$ cat src/rtl/generic_array_pkg.sv
// Shared definitions for the combined array multiplier / divider.
// Mode encoding on MUL_BAR plus default geometry and result-width helpers.
package generic_array_pkg;

  typedef enum logic {
    MUL = 1'b0,
    DIV = 1'b1
  } mode_e;

  localparam int DEF_NO_ROWS     = 10;
  localparam int DEF_NO_BITS_DIV = 5;

  function automatic int out_w(input int rows, input int bits);
    return rows + bits - 1;
  endfunction

  localparam int OUT_W = out_w(DEF_NO_ROWS, DEF_NO_BITS_DIV);

endpackage

$ cat src/rtl/generic_array_cell.sv
// Controlled add/subtract cell: full adder with the B input inverted on sub,
// and an output mux that either keeps the sum or passes/restores the A input.
module array_cell (
  input  logic a,
  input  logic b,
  input  logic sub,
  input  logic cin,
  input  logic sel,
  output logic sum_out,
  output logic cout
);

  logic bx;
  logic s;

  assign bx      = b ^ sub;
  assign s       = a ^ bx ^ cin;
  assign cout    = (a & bx) | (a & cin) | (bx & cin);
  assign sum_out = sel ? s : a;

endmodule

$ cat src/rtl/generic_array.sv
// Unsigned array multiplier / restoring divider sharing one cell array,
// with a single registered output stage.
module generic_array
  import generic_array_pkg::*;
#(
  parameter int NO_ROWS     = DEF_NO_ROWS,
  parameter int NO_BITS_DIV = DEF_NO_BITS_DIV
) (
  input  logic                           CLK,
  input  logic                           RST_N,
  input  logic [NO_ROWS-1:0]             Y,
  input  logic [NO_BITS_DIV-1:0]         X,
  input  logic                           MUL_BAR,
  output logic [NO_ROWS+NO_BITS_DIV-2:0] REM_MUL_OUT,
  output logic [NO_ROWS-1:0]             Q
);

  localparam int NB    = NO_BITS_DIV;
  localparam int RES_W = out_w(NO_ROWS, NO_BITS_DIV);

  mode_e            mode;
  logic             is_div;
  logic             div_zero;
  logic [NB-1:0]    b_op;
  logic [NO_ROWS-1:0] q_bits;
  logic [NO_ROWS-1:0] p_low;
  logic [RES_W-1:0] res_mul;
  logic [RES_W-1:0] res_div;
  logic [RES_W-1:0] res_nxt;
  logic [NO_ROWS-1:0] q_nxt;

  assign mode     = mode_e'(MUL_BAR);
  assign is_div   = (mode == DIV);
  assign div_zero = (X[NB-2:0] == '0);
  // The divisor drops the top X bit; the multiplier uses all of X.
  assign b_op     = is_div ? {1'b0, X[NB-2:0]} : X;

  // Row i: MUL adds X into the running partial sum when Y[i] is set;
  // DIV shifts in the next dividend bit (MSB first) and trial-subtracts D.
  for (genvar i = 0; i < NO_ROWS; i++) begin : row
    logic [NB-1:0] a;
    logic [NB-1:0] r;
    logic          sel;

    if (i == 0) begin : g_a
      assign a = is_div ? {{(NB-1){1'b0}}, Y[NO_ROWS-1]} : '0;
    end else begin : g_a
      assign a = is_div ? {row[i-1].r[NB-2:0], Y[NO_ROWS-1-i]}
                        : {row[i-1].g_cy.cy, row[i-1].r[NB-1:1]};
    end

    for (genvar j = 0; j < NB; j++) begin : col
      logic ci;
      logic co;
      if (j == 0) begin : g_ci
        assign ci = is_div;
      end else begin : g_ci
        assign ci = col[j-1].co;
      end
      array_cell u_cell (
        .a       (a[j]),
        .b       (b_op[j]),
        .sub     (is_div),
        .cin     (ci),
        .sel     (sel),
        .sum_out (r[j]),
        .cout    (co)
      );
    end

    // In DIV a carry out of the row means no borrow: keep the difference.
    assign sel = is_div ? col[NB-1].co : Y[i];

    if (i < NO_ROWS - 1) begin : g_cy
      logic cy;
      assign cy = ~is_div & Y[i] & col[NB-1].co;
    end

    assign q_bits[NO_ROWS-1-i] = sel;
    assign p_low[i]            = r[0];
  end

  assign res_mul = {row[NO_ROWS-1].r[NB-1:1], p_low};
  assign res_div = div_zero ? {{(NB-1){1'b0}}, Y}
                            : {{NO_ROWS{1'b0}}, row[NO_ROWS-1].r[NB-2:0]};
  assign res_nxt = is_div ? res_div : res_mul;
  assign q_nxt   = is_div ? (div_zero ? '1 : q_bits) : '0;

  // Output register stage
  always_ff @(posedge CLK or negedge RST_N) begin
    if (!RST_N) begin
      REM_MUL_OUT <= '0;
      Q           <= '0;
    end else begin
      REM_MUL_OUT <= res_nxt;
      Q           <= q_nxt;
    end
  end

endmodule

$ cat config.mk
export PLATFORM = sky130hd
export DESIGN_NAME = generic_array
export DESIGN_NICKNAME = d
export VERILOG_FILES = /design/src/rtl/generic_array_pkg.sv /design/src/rtl/generic_array_cell.sv /design/src/rtl/generic_array.sv
export SDC_FILE = /design/constraint.sdc
export NUM_CORES = 1
export LEC_CHECK = 0
export ABC_AREA = 1
export CAP_MARGIN = 30
export CORE_MARGIN = 2
export CORE_UTILIZATION = 55
export CTS_CLUSTER_SIZE = 16
export DETAILED_ROUTE_END_ITERATION = 16
export DONT_BUFFER_PORTS = 1
export PLACE_DENSITY = 0.73
export SLEW_MARGIN = 10
export SYNTH_ARGS = -nofsm -noshare
export SYNTH_HDL_FRONTEND = slang
export SYNTH_HIERARCHICAL = 1
export SYNTH_SLANG_ARGS = --single-unit
$ cat constraint.sdc
create_clock -name CLK -period 0.8 [get_ports CLK]
set_input_delay 0.16 -clock CLK [delete_from_list [all_inputs] [get_ports CLK]]
set_output_delay 0.16 -clock CLK [all_outputs]
set_load 0.01 [all_outputs]
==> reports/qor.csv, run 1 <==
stage;metric;value;unit
power;internal-power;10.2;mW
synthesis;synth_ff_type;dfrtp_1;
place;gp_congestion;0.803;
power;power_frac_clock;0.044;
worst_setup_path;startpoint_type;primary input;
sta;setup_slack;-25.87;ns
sta;period_needed;26.67;ns
synthesis;yosys_warnings;6;
power;p_sw_frac;0.471;
sta;finalSetupViolCount;48;
clock_network;cts_sinks;24;
synthesis;syn_avg_cell_area;5.33;sq um
floorplan;initial_core_util;0.570;
power;ir_drop;1.80;mV
synthesis;syn_inst;937;
synthesis;synthArstFlopShare;1.00;
finish;utilization;0.771;
route;drcViolationCount;0;
sta;grt_setup_unrepaired;yes;
finish;syn2layout_area_growth;35.3;%
worst_setup_path;crit_required;0.97;ns
floorplan;rows;34;
route;wl_per_cell;11.0;um
worst_setup_path;crit_fanout;160;
sta;max_slew_margin;0.652;
clock_network;htreeDepth;1;
power;switching_power;9.07;mW
outcome;violations;setup timing;
place;pre_cts_slack;-26.05;ns
worst_setup_path;cp-end-kind;flop;
worst_setup_path;crit_type;primary input to flop;
route;viasPerCell;4.47;
outcome;status;finished, violations left;
synthesis;yosys.cell_types.count;18;
finish;fin_area;6760;sq um
synthesis;netlist_area;4990;sq um
place;postPlaceCellArea;6020;sq um
worst_setup_path;max_stage_delay;0.38;ns
synthesis;ys_seq_area_frac;0.120;
clock_network;path_clk_slew;0.11;ns
synthesis;synth_edf_count;0;
finish;fin_nets;1166;
synthesis;yosys-top-cells-area;inv_1 29%, nand2_1 28%, fa_1 20%;
synthesis;ys_ff_latch;24;
sta;fmax;0.0375;GHz
global_route;grt_max_degree;161;
min_path;hold_path_class;primary input to flop;
floorplan;coreArea;8760;sq um
route;via_count;5381;
power;cellPowerDensity;2850;nW/um^2
synthesis;synth_top_cell_by_area;inv_1;
sta;min_period_over_period;33.3;
floorplan;die_w;99.3;um
worst_setup_path;cpMostUsedCell;inv_2;
route;wl;13200;um
synthesis;synth_top_area_share;0.292;
route;ant_nets;0;
finish;antennaDiodeCount;0;
power;pwr-share-seq;0.100;
finish;final_layout_size_suffix_gt1_frac;0.346;
synthesis;yosysMostFrequentCell;inv_1;
route;drt_iter0_markers;379;
floorplan;ios;42;
clock_network;clockBufferDepth;2;
synthesis;synth_top_cells_by_count;389 x inv_1, 375 x nand2_1, 50 x fa_1;
global_route;grt_overflow_total;0;
finish;nFillCells;695;
sta;slew_violations;0;
worst_setup_path;crit_path_top_delay_cell;fa_2;
floorplan;die_height;99.3;um
global_route;grt_antenna_before_repair;0;
clock_network;cts-buffers-inserted;3;
flow_run;maxCapViolCount;0;
place;port_buffers;0;
clock_network;cts_tree;done;
floorplan;die-area;9860;sq um
sta;worstMarginPinSlew;0.522;ns
power;combinationalPowerShare;0.856;
sta;finalHoldViolCount;0;
global_route;grt_pass1_vias;5082;
clock_network;ctsHoldBuffers;3;
global_route;grtUsageTotal;0.270;
power;leakagePower;4.43;nW
global_route;grt_pass1_wl;21900;um
place;hpwlAfterDp;8220;um
worst_setup_path;cp.arrival;26.85;ns
clock_network;root_buffer;clkbuf_8;
sta;whs;0.0735;ns
route;dr.pass1.iters;6;
-- stage by stage --
| stage | power, mW | std cells | TNS (ns) |
|---|---|---|---|
| 4_1_cts | 17.7 | 1192 | -453.15 |
| 5_1_grt | 21.6 | 1204 | -481.48 |
| 3_3_place_gp | 14.6 | 1132 | -457.73 |
| 3_5_place_dp | 14.9 | 1132 | -462.65 |
| 2_1_floorplan | 10.5 | 944 | -456.56 |
| 6_report | 19.2 | 1204 | -460.71 |
-- routing by layer --
metal,share of wire,global-route usage,wire [um],up-vias
li1,-,-,-,2805
met1,0.43,0.344,5680,2420
met2,0.51,0.488,6690,136
met3,0.046,0.0295,608,20
met4,0.018,0.0685,236,0
met5,0,0,0,-
-- critical path: cells and delay by family --
family	cells	cell delay, ns
AND/OR/NAND/NOR	38	2.89
adder cells (fa/ha/maj)	50	16.58
AO/OA/AOI/OAI	14	1.86
buffers and inverters	113	5.33
-- cell usage in the layout, fill, tap and decap left out, types with 2 or more instances in the layout --
cell	n
inv_1	277
buf_4	152
o21ai_0	19
dfrtp_1	24
a21oi_1	8
nand3_1	6
buf_6	10
conb_1	8
dlygate4sd3_1	2
o22ai_1	9
o21ai_4	10
o21ai_1	11
a21oi_2	2
nand3_2	2
nand2_1	349
inv_2	112
nand2_2	25
clkbuf_8	3
nor2_2	3
fa_2	50
o21ai_2	6
nor2_1	4
-- final timing paths --
kind,start,to,slack [ns],cells after the start
hold / removal,MUL_BAR,REM_MUL_OUT[9],0.07,1
min in group asynchronous,RST_N,REM_MUL_OUT[7],0.31,2
setup / recovery,MUL_BAR,REM_MUL_OUT[3],-25.87,215
max in group asynchronous,RST_N,REM_MUL_OUT[3],0.33,2
-- power by group through the flow --
stage                     logic, mW  registers, mW  clock network (mW)
final                          16.5           1.92               0.844
after global routing           18.8           1.97               0.865
after CTS                      15.0           1.93               0.830
after detailed placement       13.0           1.96                   0
after global placement         12.7           1.95                   0
after floorplan                8.55           1.92                   0
-- flip-flops by register name (all words and copies together) (netlist names) --
register and cells:
Q 10, REM_MUL_OUT 14
-- layout make-up --
cell class,instances,area (sq um),share of cell area
repair buffers,165,1290,0.192
flip-flops and latches,24,601,0.0889
well taps,108,135,0.0200
clock buffers,3,41.3,0.00611
inverters,390,1470,0.217
multi-input cells,514,3220,0.476
-- cell families (layout without fill, tap and decap cells) --
family,count (synthesis),in the layout,share of synthesized area
buf+inv,406,558,0.314
simple gates,390,390,0.296
compound gates,66,66,0.0687
fa+ha+maj,50,50,0.200
flops,24,24,0.120
other cells,1,8,0.000751
-- repair_timing --
action                                  4_1_cts  5_1_grt
resized for setup                            33       67
buffers inserted                             55       15
pin swaps                                    24       24
endpoints found under the setup margin       48       48
hold endpoints to repair                     28        1
No activity file was read; power rests on OpenSTA's default activity.
==> run 2, diff against run 1 <==
Settings changed: CORE_MARGIN 2 to unset.
==> run 2 against run 1 <==
The run still ends with setup timing left. Fmax decreased by 0.69%. Clock power increased by 7.8%. Power increased by 3.8%. Design area increased by 2.0%. Worst hold slack got worse by 0.013 ns. Largest cell class unchanged. Largest power group unchanged. Highest routed layer unchanged.
==> reports/qor.csv, run 2 (synthesis gave the netlist of run 1 again) <==
stage;metric;value;unit;change
worst_setup_path;crit_required;0.96;ns;about the same
power;ir_drop;1.60;mV;-11%
floorplan;initial_core_util;0.570;;unchanged
global_route;grt_max_degree;161;;unchanged
sta;grt_setup_unrepaired;yes;;
place;pre_cts_slack;-26.05;ns;+0.00300 ns
clock_network;cts-buffers-inserted;3;;unchanged
place;port_buffers;0;;unchanged
finish;utilization;0.786;;+0.0153
route;drcViolationCount;0;;unchanged
clock_network;cts_sinks;24;;unchanged
worst_setup_path;cp-end-kind;flop;;
worst_setup_path;crit_type;primary input to flop;;
floorplan;die-area;9460;sq um;-4.0%
clock_network;path_clk_slew;0.09;ns;-0.02 ns
clock_network;root_buffer;clkbuf_8;;
worst_setup_path;cp.arrival;27.02;ns;+0.17 ns
finish;final_common_cell;nand2_1;;
floorplan;die_w;97.3;um;-2.0%
floorplan;coreArea;8760;sq um;unchanged
floorplan;ios;42;;unchanged
sta;worstMarginPinSlew;0.593;ns;+0.0712 ns
floorplan;die_height;97.3;um;-2.0%
route;dr.pass1.iters;6;;unchanged
sta;slew_violations;0;;unchanged
route;via_count;5575;;+3.6%
finish;syn2layout_area_growth;38.0;%;
worst_setup_path;max_stage_delay;0.43;ns;+0.05 ns
finish;top_register;REM_MUL_OUT;;
worst_setup_path;startpoint_type;primary input;;
sta;finalHoldViolCount;0;;unchanged
outcome;violations;setup timing;;
min_path;hold_path_class;primary input to flop;;
route;wl_per_cell;11.7;um;+6.4%
worst_setup_path;cpMostUsedCell;inv_2;;
clock_network;htreeDepth;1;;unchanged
finish;top_regs;REM_MUL_OUT (14), Q (10);;
sta;max_slew_margin;0.604;;-0.0474
global_route;grtUsageTotal;0.290;;+0.0198
clock_network;clockBufferDepth;2;;unchanged
global_route;grt_pass1_vias;5208;;+2.5%
place;hpwlAfterDp;8300;um;+1.0%
route;wl;14300;um;+8.0%
worst_setup_path;crit_path_top_delay_cell;fa_2;;
global_route;grt_pass1_wl;22400;um;+2.5%
sta;period_needed;26.86;ns;+0.185 ns
sta;setup_slack;-26.06;ns;-0.185 ns
power;leakagePower;4.52;nW;+1.9%
finish;fin_nets;1183;;+1.5%
clock_network;cts_tree;done;;
finish;final_layout_size_suffix_gt1_frac;0.354;;+0.00788
power;cellPowerDensity;2900;nW/um^2;+1.8%
place;gp_congestion;0.826;;+2.9%
sta;fmax;0.0372;GHz;-0.69%
finish;largest_register_ffs;14;;unchanged
route;drt_iter0_markers;278;;-27%
global_route;grt_antenna_before_repair;0;;unchanged
global_route;grt_overflow_total;0;;unchanged
route;ant_nets;0;;unchanged
worst_setup_path;crit_fanout;160;;unchanged
flow_run;maxCapViolCount;0;;unchanged
route;viasPerCell;4.56;;+2.1%
sta;finalSetupViolCount;48;;unchanged
finish;mostFrequentLayoutCells;347 x nand2_1, 277 x inv_1, 171 x buf_4;;
sta;min_period_over_period;33.6;;+0.231
outcome;status;finished, violations left;;
finish;antennaDiodeCount;0;;unchanged
floorplan;rows;34;;unchanged
## run 2: cell type report
class / instances / area [sq um]
clock buffers: 4 / 55.1
fillers: 633 / 1870
inverters: 390 / 1470
multi-input cells: 515 / 3220
flip-flops and latches: 24 / 601
well taps: 108 / 135
repair buffers: 181 / 1410
## run 2: final timing paths
| kind | cells after the start | to | slack, ns | from |
|---|---|---|---|---|
| min | 2 | REM_MUL_OUT[9] | 0.06 | Y[9] |
| min in group asynchronous | 2 | REM_MUL_OUT[12] | 0.33 | RST_N |
| max | 220 | REM_MUL_OUT[1] | -26.06 | MUL_BAR |
| max in group asynchronous | 2 | REM_MUL_OUT[2] | 0.30 | RST_N |
## run 2: metrics by stage
step / hold slack (ns) / area [sq um] / setup TNS [ns] / power, mW / instances
final: 0.0608 / 6890 / -465.91 / 20.0 / 1222
after global placement: -0.135 / 6000 / -457.72 / 14.4 / 1128
after CTS: 0.00960 / 6700 / -454.91 / 18.2 / 1210
after floorplan: -0.136 / 5280 / -456.56 / 10.5 / 944
after detailed placement: -0.135 / 6000 / -462.99 / 14.8 / 1128
after global routing: 0.0264 / 6890 / -483.81 / 22.0 / 1222
## run 2: critical path, delay by kind of cell
family                   cells  cell delay (ns)
AND/OR/NAND/NOR             35             2.48
AO/OA/AOI/OAI               14             2.01
buffers and inverters      129             8.69
adder cells (fa/ha/maj)     42            13.53
## run 2: metal layers
| layer | track usage | wire [um] | up-vias |
|---|---|---|---|
| met2 | 0.539 | 7080 | 176 |
| met4 | 0.101 | 642 | 0 |
| met5 | 0 | 0 | - |
| li1 | - | - | 2845 |
| met1 | 0.331 | 5810 | 2487 |
| met3 | 0.0518 | 744 | 67 |
## run 2: timing repair
item,in CTS,in global routing
setup endpoints to repair,48,48
cloned,1,0
pin swaps,19,23
setup buffers,74,15
hold buffers,3,0
hold endpoints to repair,28,0
resized for setup,28,64
## run 2: power breakdown
part | switching (mW) | total, mW | internal, mW
Clock | 0.469 | 0.910 | 0.441
Combinational | 8.66 | 17.1 | 8.45
Sequential | 0.350 | 1.95 | 1.60
==> run 3, diff against run 2 <==
Settings changed: PLACE_DENSITY 0.73 to unset, PLACE_DENSITY_LB_ADDON set to 0.3.
==> run 3 against run 2 <==
The flow still finishes with violations (setup timing). Die area stayed put. Power shrank 0.47%. Routed wire length increased by 6.1%. Core utilization decreased by 0.11 points. Combinational power about the same. Critical path depth down 6. Sequential power is essentially flat. Worst setup slack worse by 0.10 ns. Count of clock-buffer cells in the layout is 1 lower. Fmax is 0.37% lower. Clock power down 5.5%. Critical endpoint is now REM_MUL_OUT[3]. Largest cell class unchanged. Highest routed layer unchanged.
==> reports/qor.csv, run 3 (synthesis gave the netlist of run 1 again) <==
stage;metric;value;unit;change
power;ir_drop;1.68;mV;+5.1%
finish;antennaDiodeCount;0;;unchanged
route;wl;15100;um;+6.1%
finish;seqCellArea;601;sq um;unchanged
outcome;status;finished, violations left;;
sta;finalHoldViolCount;0;;unchanged
sta;finalSetupViolCount;48;;unchanged
sta;max_slew_margin;0.555;;-0.0494
place;postPlaceCellArea;6010;sq um;+0.17%
place;gp_congestion;0.820;;-0.76%
clock_network;cts_sinks;24;;unchanged
worst_setup_path;crit_type;primary input to flop;;
sta;worstMarginPinSlew;0.667;ns;+0.0740 ns
global_route;busiest_layer;met2;;
route;via_count;5660;;+1.5%
finish;multiInputGateArea;3250;sq um;+0.93%
global_route;grt_pass1_vias;5444;;+4.5%
route;wl_per_cell;12.4;um;+6.5%
clock_network;clockBufferDepth;2;;unchanged
power;cellPowerDensity;2890;nW/um^2;-0.33%
sta;slew_violations;0;;unchanged
finish;final_layout_size_suffix_gt1_frac;0.367;;+0.0130
worst_setup_path;cp.arrival;27.13;ns;+0.11 ns
finish;fin_nets;1180;;-0.25%
worst_setup_path;crit_fanout;163;;+1.9%
finish;mostFrequentLayoutCells;339 x nand2_1, 273 x inv_1, 169 x buf_4;;
global_route;grt_max_degree;164;;+1.9%
finish;nFillCells;615;;-2.8%
floorplan;coreArea;8760;sq um;unchanged
finish;fin_area;6880;sq um;-0.15%
clock_network;ctsHoldBuffers;2;;-1
min_path;hold_path_class;primary input to flop;;
floorplan;die_height;97.3;um;unchanged
sta;grt_setup_unrepaired;yes;;
floorplan;ios;42;;unchanged
global_route;grtUsageTotal;0.301;;+0.0112
floorplan;rows;34;;unchanged
worst_setup_path;crit_buf_inv;113;;-12%
global_route;use_met1;0.350;;+0.0192
sta;setup_slack;-26.16;ns;-0.100 ns
clock_network;htreeDepth;1;;unchanged
finish;largest_register_ffs;14;;unchanged
global_route;met3_usage;0.0410;;-0.0108
finish;syn2layout_area_growth;37.8;%;
worst_setup_path;cpMostUsedCell;inv_2;;
worst_setup_path;crit_required;0.97;ns;about the same
clock_network;cts_tree;done;;
outcome;violations;setup timing;;
sta;min_period_over_period;33.7;;+0.125
worst_setup_path;max_stage_delay;0.40;ns;-0.03 ns
worst_setup_path;critical-path-top-delay-family;adder cells;;
sta;fmax;0.0371;GHz;-0.37%
global_route;grt_pass1_wl;23400;um;+4.6%
clock_network;path_clk_slew;0.11;ns;+0.02 ns
clock_network;root_buffer;clkbuf_8;;
worst_setup_path;cp-end-kind;flop;;
finish;utilization;0.785;;-0.00114
finish;top_regs;REM_MUL_OUT (14), Q (10);;
sta;period_needed;26.96;ns;+0.100 ns
global_route;met2_usage;0.550;;+0.0114
global_route;grt_overflow_total;0;;unchanged
floorplan;die_w;97.3;um;unchanged
floorplan;initial_core_util;0.570;;unchanged
finish;final_common_cell;nand2_1;;
worst_setup_path;startpoint_type;primary input;;
route;ant_nets;0;;unchanged
route;drcViolationCount;0;;unchanged
finish;top_register;REM_MUL_OUT;;
worst_setup_path;crit_path_top_delay_cell;fa_2;;
route;drt_iter0_markers;419;;+51%
global_route;grt_antenna_before_repair;0;;unchanged
route;viasPerCell;4.65;;+1.9%
route;dr.pass1.iters;5;;-1
place;port_buffers;0;;unchanged
floorplan;die-area;9460;sq um;unchanged
power;power;19.9;mW;-0.47%
power;leakagePower;4.50;nW;-0.38%
flow_run;maxCapViolCount;0;;unchanged
place;hpwlAfterDp;8410;um;+1.4%
clock_network;cts-buffers-inserted;3;;unchanged
[run 3: cell count changes in the layout (fill, tap and decap cells not counted), moves of 3 or more]
cell,previous run,this run
o21ai_2,5,8
o21ai_0,22,18
inv_4,3,6
inv_1,277,273
nand2_1,347,339
nand2_2,27,35
[run 3: worst paths after layout]
path                       startpoint               to  slack, ns  cells past startpoint
setup / recovery              MUL_BAR   REM_MUL_OUT[3]     -26.16                    214
hold / removal                MUL_BAR  REM_MUL_OUT[11]       0.02                      1
max in group asynchronous       RST_N             Q[5]       0.32                      2
min in group asynchronous       RST_N   REM_MUL_OUT[8]       0.32                      2
[run 3: repair_timing]
action,4_1_cts,5_1_grt
pin swaps,20,30
resized for setup,38,77
gates cloned,1,0
endpoints found under the hold margin,28,4
setup buffers,66,17
setup endpoints to repair,48,48
[run 3: area by class of cell]
class	instances	share of cell area
timing repair buffer	178	0.200
sequential	24	0.0873
inverter	390	0.215
tap	108	0.0196
clock buffer	3	0.00600
multi-input combinational	515	0.472
[run 3: routing by layer]
layer	vias up	wire length [um]
met3	57	899
met5	-	0
met2	227	7710
met4	0	659
li1	2837	-
met1	2539	5880
[run 3: metrics by stage]
step                      std cells  setup TNS [ns]  hold slack [ns]  worst slack [ns]
after floorplan                 944         -456.56           -0.136            -25.71
after global placement         1131         -458.63           -0.135            -25.81
after detailed placement       1131         -467.95           -0.135            -26.31
after CTS                      1203         -454.35          -0.0488            -25.50
after global routing           1218         -484.67         -0.00838            -27.18
final                          1218         -467.37           0.0198            -26.16
[run 3: report_power, final]
| group | total (mW) | switching (mW) | leakage, nW | internal [mW] |
|---|---|---|---|---|
| logic | 17.1 | 8.80 | 4.17 | 8.28 |
| registers | 1.93 | 0.333 | 0.312 | 1.60 |
| clock network | 0.860 | 0.520 | 0.0216 | 0.341 |
